$ cat src/rtl/feature_feeder.sv
// Streams saturated sample*coefficient products into an external accumulator, one frame
// of FRAME_LEN samples at a time, and reports the frame sum and sticky overflow in DONE.
module feature_feeder #(
  parameter int IN_WIDTH     = 14,
  parameter int SAMPLE_WIDTH = 12,
  parameter int COEF_WIDTH   = 4,
  parameter int FRAME_LEN    = 16,
  localparam int CW          = $clog2(FRAME_LEN)
) (
  input  logic                           clk,
  input  logic                           reset,
  input  logic                           s_valid,
  output logic                           s_ready,
  input  logic signed [SAMPLE_WIDTH-1:0] s_data,
  input  logic signed [IN_WIDTH:0]       bias,
  input  logic                           coef_we,
  input  logic        [CW-1:0]           coef_addr,
  input  logic signed [COEF_WIDTH-1:0]   coef_wdata,
  output logic                           acc_load,
  output logic signed [IN_WIDTH:0]       acc_init,
  output logic signed [IN_WIDTH-1:0]     acc_a,
  input  logic signed [IN_WIDTH:0]       acc_y,
  input  logic                           acc_overflow,
  output logic                           sum_valid,
  output logic signed [IN_WIDTH:0]       sum,
  output logic                           sum_ovf
);

  localparam int PW = SAMPLE_WIDTH + COEF_WIDTH;
  localparam int EW = (PW > IN_WIDTH) ? PW : IN_WIDTH;
  localparam logic [CW-1:0] LAST_IDX = CW'(FRAME_LEN - 1);
  localparam logic signed [EW-1:0] SAT_MAX = {{(EW-IN_WIDTH+1){1'b0}}, {(IN_WIDTH-1){1'b1}}};
  localparam logic signed [EW-1:0] SAT_MIN = {{(EW-IN_WIDTH+1){1'b1}}, {(IN_WIDTH-1){1'b0}}};

  typedef enum logic [1:0] {LOAD, RUN, DRAIN, DONE} state_t;

  state_t                        state;
  logic        [CW-1:0]          idx;
  logic signed [IN_WIDTH-1:0]    prod_q;
  logic                          ovf_q;
  logic signed [COEF_WIDTH-1:0]  coef_mem [FRAME_LEN];

  logic                          accept;
  logic signed [COEF_WIDTH-1:0]  coef_cur;
  logic signed [PW-1:0]          prod_full;
  logic signed [EW-1:0]          prod_ext;
  logic signed [IN_WIDTH-1:0]    prod_sat;

  assign accept    = s_valid & s_ready;
  assign coef_cur  = coef_mem[idx];
  assign prod_full = PW'(s_data) * PW'(coef_cur);
  assign prod_ext  = EW'(prod_full);

  always_comb begin
    // NOTE: always_comb outputs get a default first so every path assigns them and no latch is inferred.
    prod_sat = prod_ext[IN_WIDTH-1:0];
    if (prod_ext > SAT_MAX)      prod_sat = SAT_MAX[IN_WIDTH-1:0];
    else if (prod_ext < SAT_MIN) prod_sat = SAT_MIN[IN_WIDTH-1:0];
  end

  // Control outputs are registered alongside the state so they change exactly with it.
  // NOTE: sequential state uses non-blocking (<=) so every register samples pre-edge values.
  always_ff @(posedge clk) begin
    if (reset) begin
      state     <= LOAD;
      acc_load  <= 1'b1;
      s_ready   <= 1'b0;
      sum_valid <= 1'b0;
    end else begin
      unique case (state)
        LOAD: begin
          state    <= RUN;
          acc_load <= 1'b0;
          s_ready  <= 1'b1;
        end
        RUN: begin
          if (accept && idx == LAST_IDX) begin
            state   <= DRAIN;
            s_ready <= 1'b0;
          end
        end
        DRAIN: begin
          state     <= DONE;
          sum_valid <= 1'b1;
        end
        DONE: begin
          state     <= LOAD;
          sum_valid <= 1'b0;
          acc_load  <= 1'b1;
        end
      endcase
    end
  end

  // Product register feeds the accumulator; it holds zero on cycles without an acceptance.
  always_ff @(posedge clk) begin
    if (reset) begin
      idx    <= '0;
      prod_q <= '0;
      ovf_q  <= 1'b0;
    end else begin
      prod_q <= accept ? prod_sat : '0;
      if (state == LOAD)  idx <= '0;
      else if (accept)    idx <= idx + CW'(1);
      if (state == LOAD)  ovf_q <= 1'b0;
      else if ((state == RUN || state == DRAIN) && acc_overflow) ovf_q <= 1'b1;
    end
  end

  always_ff @(posedge clk) begin
    if (reset) begin
      // NOTE: the coefficient table is cleared on reset so a fresh frame never uses stale weights.
      for (int i = 0; i < FRAME_LEN; i++) coef_mem[i] <= '0;
    end else if (coef_we) begin
      coef_mem[coef_addr] <= coef_wdata;
    end
  end

  assign acc_init = bias;
  assign acc_a    = prod_q;
  assign sum      = acc_y;
  assign sum_ovf  = ovf_q;

endmodule

$ cat config.mk
export PLATFORM = sky130hd
export DESIGN_NAME = feature_feeder
export DESIGN_NICKNAME = d
export VERILOG_FILES = /design/src/rtl/feature_feeder.sv
export SDC_FILE = /design/constraint.sdc
export NUM_CORES = 1
export LEC_CHECK = 0
export CORE_ASPECT_RATIO = 1.5
export CORE_UTILIZATION = 50
export DETAILED_ROUTE_END_ITERATION = 12
export GPL_ROUTABILITY_DRIVEN = 0
export GPL_TIMING_DRIVEN = 0
export PLACE_DENSITY = 0.83
export RECOVER_POWER = 100
export REMOVE_ABC_BUFFERS = 1
export SLEW_MARGIN = 10
export SYNTH_ARGS = -nofsm -noshare
export SYNTH_HDL_FRONTEND = slang
export SYNTH_SLANG_ARGS = --single-unit
$ cat constraint.sdc
create_clock -name clk -period 10.6 [get_ports clk]
set_clock_uncertainty 0.05 [all_clocks]
set_input_delay 2.12 -clock clk [delete_from_list [all_inputs] [get_ports clk]]
set_output_delay 2.12 -clock clk [all_outputs]
set_load 0.03 [all_outputs]
==> qor.csv, run 1 <==
metric;value;unit
status;finished clean;
synth.largest_area_cell;edfxtp_1;
dpl.hpwl;9610;microns
clkPwrFrac;25.2;%
synthTopCellsByArea;edfxtp_1 (32%), dfxtp_1 (9.5%), and2_1 (9.2%);
synth_cells;523;
period_share;74.9;%
max_cap_violations;0;
start_util;51.4;%
dp.cells;662;
period_minus_slack;7.94;ns
synth.avg_cell_area;11.3;sq um
async_reset_ff_share;0;%
arrival;8.14;ns
comb_power_share;40.9;%
fillers;985;
multiInputGateArea;3040;sq um
dpl-instance-area;6190;sq um
diodes;0;
final_max_slew_viol_count;0;
internal_power;0.000832;W
cts_tree;yes;
clock_sinks;92;
io_pins;103;
path_max_fanout;17;
die_x;90.9;microns
hold_start;acc_load;
ys_ff_latch;92;
synth_flop_cell;edfxtp_1;
cts.htree.levels;3;
rsz0062_at_grt;no;
clkTransAtPathRegs;0.07;ns
num_vias;3825;
end_kind;register;
finalHoldViolCount;0;
post_cts_buffers;0;
clockRootBuffer;clkbuf_16;
grt_overflow_total;0;
first_pass_iters;4;
setup_viol;0;
p_sw;0.000464;W
required;10.81;ns
finalSetupTns;0;ns
core;11500;sq um
layout-drive-gt1-share;11.0;%
row_count;48;
max-slew-margin-rel;2.82;%
die-area;12300;sq um
cts_resized;0;
setup_ws;2.66;ns
pre_cts_slack;2.91;ns
fin_cells;678;
antenna_found_initial;0;
avgViaCountPerCell;5.64;
p_seq_share;33.9;%
drt_iter0_drc;176;
leakage;2.51;nW
synthDistinctLibCells;49;
timing.fmax;0.126;GHz
startpoint_type;register;
worst-slew-pin-transition;1.44;ns
area_growth;9.77;%
clk_path_buf_depth;2;
p_per_area;199;nW/um^2
portBuffers;42;
hold_class;reg -> reg;
drcViolationCount;0;
fin_area;6510;sq um
hold_buffers;0;
routed_wl;12600;microns
sw_frac_of_total;35.8;%
grt_max_degree;31;
ys_warn_count;0;
clkLatencyLatePin;0.34;ns
synth_top_area_share;32.4;%
yosysSeqAreaShare;41.9;%
die_h;135;microns
ir_drop;0.127;mV
hold_ws;0.431;ns
finalNetCount;636;
timing.setup.critical_path_class;reg -> reg;
syn_area;5930;sq um
register_area;2480;sq um
cts_buffers;9;
grt_util_all_layers;21.8;%
grt_pass1_wl;20400;microns
grt_pass1_vias;4120;
synth_edf_count;64;
ant_nets;0;
routedWlPerCell;18.6;microns
==> critical path, stage by stage (launching register included) <==
cell and delay (ns):
dfxtp_1 1.03, mux4_2 0.62, mux2_2 0.28, o21ai_0 1.10
or2_2 0.30, fa_1 0.42, fa_1 0.56, inv_1 0.06
fa_1 0.46, ha_1 0.25, inv_1 0.08, fa_1 0.19
nand2b_1 0.13, a21oi_1 0.10, o2111ai_1 0.35, a21oi_1 0.14
xnor2_1 0.85, nand2_1 0.53, a211oi_1 0.32
==> cell usage after synthesis (4+ instances only) <==
cell,number
dfxtp_1,28
o21ai_1,7
inv_1,18
xor2_1,4
mux4_2,14
o21ai_0,12
a21o_1,5
ha_1,33
buf_4,31
nand2_1,16
nor2b_1,14
a21oi_1,21
nor2_1,29
clkbuf_1,15
and2_1,87
or2_2,19
nand2b_1,8
xnor2_1,10
nor3_1,14
edfxtp_1,64
a211oi_1,4
fa_1,25
==> per-stage QoR <==
stage               util, %  total power [W]
CTS                    56.4          0.00131
global placement       53.7         0.000955
global route           56.4          0.00138
detailed placement     53.7         0.000979
finish                 56.4          0.00130
floorplan                 -         0.000832
==> final timing paths <==
check	end	slack, ns	cells past startpoint
max	acc_a[8]	2.66	18
min	acc_load	0.43	1
max reg2reg	acc_a[8]	2.66	18
min reg2reg	acc_load	0.43	1
==> sequential cells by signal (all words and copies together), names as in the netlist, named ones only <==
register   cells
idx            4
sum_ovf        1
coef_mem      64
state          2
sum_valid      1
s_ready        1
acc_a         14
acc_load       1
==> metal layers <==
| layer | GRT usage [%] | part of all wire (%) | vias up |
|---|---|---|---|
| met5 | 0 | 0 | - |
| met4 | 7.05 | 1.6 | 0 |
| met3 | 6.17 | 5.7 | 17 |
| met2 | 41.0 | 56 | 133 |
| met1 | 23.4 | 37 | 1896 |
| li1 | - | - | 1779 |
==> cell families after synthesis <==
group           synth area share (%)
mux                             7.72
buf+inv                         6.90
compound gates                  6.82
fa+ha+maj                       15.4
flops                           41.9
simple gates                    18.9
xor+xnor                        2.34
==> layout make-up <==
class	instances	share of cell area [%]
clock buffers	10	3.67
clock inverters	6	1.06
inverters	18	1.04
multi-input cells	360	46.7
flip-flops and latches	92	38.1
well taps	150	2.88
repair buffers	42	6.46
==> power by group through the flow <==
stage	Clock, W	Combinational, W	Sequential (W)
global route	0.000346	0.000596	0.000443
detailed placement	0	0.000531	0.000448
floorplan	0	0.000359	0.000474
global placement	0	0.000510	0.000445
CTS	0.000329	0.000536	0.000440
finish	0.000327	0.000530	0.000439
==> cell usage in the layout (no fill, tap or decap), types with 2 or more instances in the layout <==
cell type	instances
a211oi_1	3
a21o_1	5
a21oi_1	21
and2_0	53
and2_1	34
clkbuf_16	9
clkdlybuf4s50_1	23
clkinv_4	2
dfxtp_1	28
dlygate4sd3_1	19
edfxtp_1	64
fa_1	25
ha_1	33
inv_1	18
inv_4	2
mux2_2	3
mux2i_1	3
mux4_1	3
mux4_2	14
nand2_1	16
nand2b_1	8
nand3_1	3
nand4_1	2
nor2_1	29
nor2b_1	14
nor3_1	14
nor3b_1	2
o21a_1	3
o21ai_0	12
o21ai_1	7
or2_2	19
or3_1	3
xnor2_1	10
xor2_1	4
Power figures use the tool's default switching activity.
==> run 2, diff against run 1 <==
clock period = 8.1 ns   (was 10.6 ns; I/O delays follow)
==> qor.csv, run 2 (same netlist as run 1, synthesis figures left out) <==
metric;value;unit;change
grt_util_all_layers;21.8;%;unchanged
required;8.31;ns;was 10.81 ns
use_met3;6.17;%;unchanged
max_cap_violations;0;;unchanged
cp_cell_sequence;mux4_2 > mux2_2 > o21ai_1 > or2_2 > fa_1 > fa_1 > inv_1 > fa_1 > ha_1 > inv_1 > fa_1 > nand2b_1 > a21oi_1 > o2111ai_1 > a21oi_1 > xnor2_1 > nand2_1 > a211oi_1;;was mux4_2 > mux2_2 > o21ai_0 > or2_2 > fa_1 > fa_1 > inv_1 > fa_1 > ha_1 > inv_1 > fa_1 > nand2b_1 > a21oi_1 > o2111ai_1 > a21oi_1 > xnor2_1 > nand2_1 > a211oi_1
path_max_fanout;17;;unchanged
die_x;90.9;microns;unchanged
timing.setup.critical_path_class;reg -> reg;;unchanged
clockRootBuffer;clkbuf_16;;unchanged
timing.fmax;0.140;GHz;was 0.126 GHz
rsz0062_at_grt;no;;unchanged
setup_ws;0.944;ns;was 2.66 ns
worst-slew-pin-transition;1.04;ns;was 1.44 ns
finalHoldViolCount;0;;unchanged
finalSetupTns;0;ns;unchanged
fin_cells;678;;unchanged
fin_area;6510;sq um;about the same
crit_top_cell;fa_1;;unchanged
largest_register_ff_count;64;;unchanged
period_minus_slack;7.16;ns;was 7.94 ns
leakage;2.51;nW;about the same
cts_buffers;9;;unchanged
portBuffers;42;;unchanged
reg2reg_depth;18;;unchanged
most-common-layout-cells;edfxtp_1 (64), and2_0 (53), and2_1 (34);;unchanged
busiest_layer;met2;;unchanged
pre_cts_slack;0.480;ns;was 2.91 ns
clkLatencyLatePin;0.34;ns;about the same
num_vias;3809;;was 3825
dpl.hpwl;9610;microns;unchanged
finalNetCount;636;;unchanged
hold_end;acc_load;;unchanged
status;finished clean;;unchanged
clkTransAtPathRegs;0.07;ns;about the same
grt_pass1_vias;4120;;unchanged
end_kind;register;;unchanged
post_cts_buffers;0;;unchanged
cts.htree.levels;3;;unchanged
routed_wl;12500;microns;was 12600 microns
final_max_slew_viol_count;0;;unchanged
die-area;12300;sq um;unchanged
drcViolationCount;0;;unchanged
hold_start;acc_load;;unchanged
dpl-instance-area;6190;sq um;unchanged
r2r_end;acc_a[8];;unchanged
final_common_cell;edfxtp_1;;unchanged
clock_sinks;92;;unchanged
core;11500;sq um;unchanged
r2r_slack;0.94;ns;was 2.66 ns
routedWlPerCell;18.5;microns;was 18.6 microns
arrival;7.36;ns;was 8.14 ns
largest-register;coef_mem;;unchanged
area_growth;9.79;%;was 9.77%
hold_class;reg -> reg;;unchanged
die_h;135;microns;unchanged
hold_buffers;0;;unchanged
startpoint_type;register;;unchanged
dp.cells;662;;unchanged
grt_pass1_wl;20400;microns;unchanged
max-slew-margin-rel;29.8;%;was 2.82%
period_share;88.3;%;was 74.9%
cts_resized;0;;unchanged
utilization;56.4;%;about the same
cts_tree;yes;;unchanged
slowest_delay;0.85;ns;was 1.10 ns
antenna_found_initial;0;;unchanged
grt_max_degree;31;;unchanged
crit_slowest_cell;xnor2_1;;was o21ai_0
first_pass_iters;5;;was 4
use_met2;41.0;%;unchanged
setup_viol;0;;unchanged
p_per_area;261;nW/um^2;was 199 nW/um^2
hold_depth;1;;unchanged
row_count;48;;unchanged
io_pins;103;;unchanged
diodes;0;;unchanged
ir_drop;0.166;mV;was 0.127 mV
drt_iter0_drc;180;;was 176
layout-drive-gt1-share;11.2;%;was 11.0%
avgViaCountPerCell;5.62;;was 5.64
grt_overflow_total;0;;unchanged
ant_nets;0;;unchanged
start_util;51.4;%;unchanged
gr-usage-met1;23.4;%;unchanged
clk_path_buf_depth;2;;unchanged
-- run 2: worst max-delay path: cells and delay by family, from the launching register on --
family          cells  cell delay [ns]
compound gates      5             1.63
xor+xnor            1             0.85
fa+ha+maj           5             1.88
buf+inv             2             0.14
flops               1             0.70
mux                 2             0.87
simple gates        3             0.92
-- run 2: cell type report --
class | count | area (sq um)
Timing Repair Buffer | 42 | 420
Tap cell | 150 | 188
Clock inverter | 6 | 68.8
Multi-Input combinational cell | 360 | 3040
Sequential cell | 92 | 2480
Clock buffer | 10 | 239
Inverter | 18 | 67.6
Fill cell | 984 | 5020
-- run 2: worst max-delay path by stage --
stage          startpoint         to  cells after the start
2_1_floorplan    register  acc_a[12]                     18
6_report         register   acc_a[8]                     18
4_1_cts          register   acc_a[6]                     18
3_3_place_gp     register   acc_a[5]                     18
5_1_grt          register   acc_a[8]                     18
3_5_place_dp     register   acc_a[6]                     18
-- run 2: metrics by stage --
stage | hold slack [ns] | total power [W]
after floorplan | 0.420 | 0.00109
after global placement | 0.402 | 0.00125
after detailed placement | 0.425 | 0.00128
after CTS | 0.437 | 0.00171
after global routing | 0.464 | 0.00181
final | 0.431 | 0.00170
-- run 2: power breakdown --
group	internal, W	total [W]	switching [W]
clock network	0.000250	0.000428	0.000178
logic	0.000290	0.000693	0.000403
registers	0.000548	0.000575	0.0000263
total	0.00109	0.00170	0.000607
-- run 2: per-layer routing --
metal  wire length [microns]  share of wire, %  vias to the layer above
met5                       0                 0                        -
met3                     740               5.9                       15
met2                    6990                56                      121
li1                        -                 -                     1778
met1                    4620                37                     1895
met4                     197               1.6                        0
==> run 3, diff against run 2 <==
CORE_ASPECT_RATIO = 0.6   (was 1.5)
==> qor.csv, run 3 (same netlist as run 1, synthesis figures left out) <==
metric;value;unit;change
status;finished clean;;unchanged
period_share;92.3;%;was 88.3%
clkLatencyLatePin;0.34;ns;about the same
final_max_slew_viol_count;0;;unchanged
required;8.30;ns;was 8.31 ns
timing.setup.critical_path_class;reg -> reg;;unchanged
startpoint_type;register;;unchanged
p_per_area;258;nW/um^2;was 261 nW/um^2
routedWlPerCell;18.6;microns;was 18.5 microns
internal_power;0.00108;W;was 0.00109 W
clkPwrFrac;24.4;%;was 25.2%
max_cap_violations;0;;unchanged
cts_resized;0;;unchanged
post_cts_buffers;0;;unchanged
ant_nets;0;;unchanged
hold_class;reg -> reg;;unchanged
setup_viol;0;;unchanged
end_kind;register;;unchanged
drt_iter0_drc;311;;was 180
comb_power_share;41.4;%;was 40.9%
finalHoldViolCount;0;;unchanged
grt_pass1_wl;20200;microns;was 20400 microns
largest-register;coef_mem;;unchanged
die-area;12300;sq um;about the same
fillers;946;;was 984
pre_cts_slack;0.702;ns;was 0.480 ns
finalNetCount;637;;was 636
cts_buffers;9;;unchanged
die_x;143;microns;was 90.9 microns
clkTransAtPathRegs;0.06;ns;was 0.07 ns
routed_wl;12800;microns;was 12500 microns
leakage;2.51;nW;about the same
rsz0062_at_grt;no;;unchanged
row_count;30;;was 48
first_pass_iters;5;;unchanged
register_area;2480;sq um;about the same
clk_path_buf_depth;2;;unchanged
diodes;0;;unchanged
clockRootBuffer;clkbuf_16;;unchanged
cts_tree;yes;;unchanged
ir_drop;0.128;mV;was 0.166 mV
clock_sinks;92;;unchanged
timing.fmax;0.134;GHz;was 0.140 GHz
setup_ws;0.626;ns;was 0.944 ns
period_minus_slack;7.47;ns;was 7.16 ns
path_max_fanout;17;;unchanged
final_common_cell;edfxtp_1;;unchanged
grt_overflow_total;0;;unchanged
finalSetupTns;0;ns;unchanged
layout-drive-gt1-share;10.4;%;was 11.2%
area_growth;9.71;%;was 9.79%
sw_frac_of_total;35.9;%;was 35.8%
cts.htree.levels;3;;unchanged
p_seq_share;34.3;%;was 33.9%
most-common-layout-cells;edfxtp_1 (64), and2_0 (47), and2_1 (40);;was edfxtp_1 (64), and2_0 (53), and2_1 (34)
core;11400;sq um;was 11500 sq um
hold_buffers;0;;unchanged
portBuffers;42;;unchanged
p_sw;0.000603;W;was 0.000607 W
io_pins;103;;unchanged
num_vias;3835;;was 3809
worst-slew-pin-transition;1.23;ns;was 1.04 ns
grt_pass1_vias;3744;;was 4120
drcViolationCount;0;;unchanged
arrival;7.67;ns;was 7.36 ns
grt_util_all_layers;22.4;%;was 21.8%
dpl.hpwl;9780;microns;was 9610 microns
max-slew-margin-rel;17.3;%;was 29.8%
largest_register_ff_count;64;;unchanged
start_util;52.0;%;was 51.4%
antenna_found_initial;0;;unchanged
multiInputGateArea;3040;sq um;unchanged
grt_max_degree;31;;unchanged
avgViaCountPerCell;5.57;;was 5.62
die_h;86.3;microns;was 135 microns
-- run 3: worst paths after layout --
| check | from | to | slack (ns) | depth (start not counted) |
|---|---|---|---|---|
| hold / removal | acc_load | acc_load | 0.43 | 1 |
| hold reg to reg | acc_load | acc_load | 0.43 | 1 |
| setup / recovery | register | acc_a[8] | 0.63 | 17 |
| setup reg to reg | register | acc_a[8] | 0.63 | 17 |
-- run 3: power by group through the flow --
stage	logic [W]	clock network [W]	registers, W
after floorplan	0.000469	0	0.000620
after global placement	0.000659	0	0.000584
after detailed placement	0.000685	0	0.000587
after CTS	0.000692	0.000413	0.000577
after global routing	0.000769	0.000435	0.000583
final	0.000695	0.000409	0.000576
-- run 3: cell type report --
cell class	instances	area share, %
Clock buffer	12	3.64
Clock inverter	4	0.731
Inverter	18	1.04
Multi-Input combinational cell	360	46.8
Sequential cell	92	38.2
Tap cell	160	3.08
Timing Repair Buffer	43	6.58
-- run 3: metal layers --
layer  up-vias  part of all wire [%]  GRT usage [%]
li1       1782                     -              -
met3        11                   9.6           9.61
met5         -                     0              0
met2       156                    42           31.4
met4         0                  0.56           3.71
met1      1886                    47           32.5
-- run 3: worst max-delay path, cell delays in order (launching register included) --
cell and delay, ns:
dfxtp_1 1.06, mux4_1 0.72, mux4_2 0.63, nand2_1 0.14, fa_1 0.44, fa_1 0.55, inv_1 0.06, fa_1 0.45
ha_1 0.25, inv_1 0.08, fa_1 0.19, nand2b_1 0.14, a21oi_1 0.11, o2111ai_1 0.38, a21oi_1 0.16, xnor2_1 0.99
nand2_1 0.59, a211oi_1 0.37
-- run 3: per-stage QoR --
stage	util, %	cell area, sq um	power (W)	std cells	hold slack [ns]
after floorplan	-	5590	0.00109	470	0.420
after global placement	54.4	6210	0.00124	672	0.398
after detailed placement	54.5	6210	0.00127	673	0.431
after CTS	57.0	6500	0.00168	689	0.445
after global routing	57.0	6500	0.00179	689	0.480
final	57.0	6500	0.00168	689	0.433
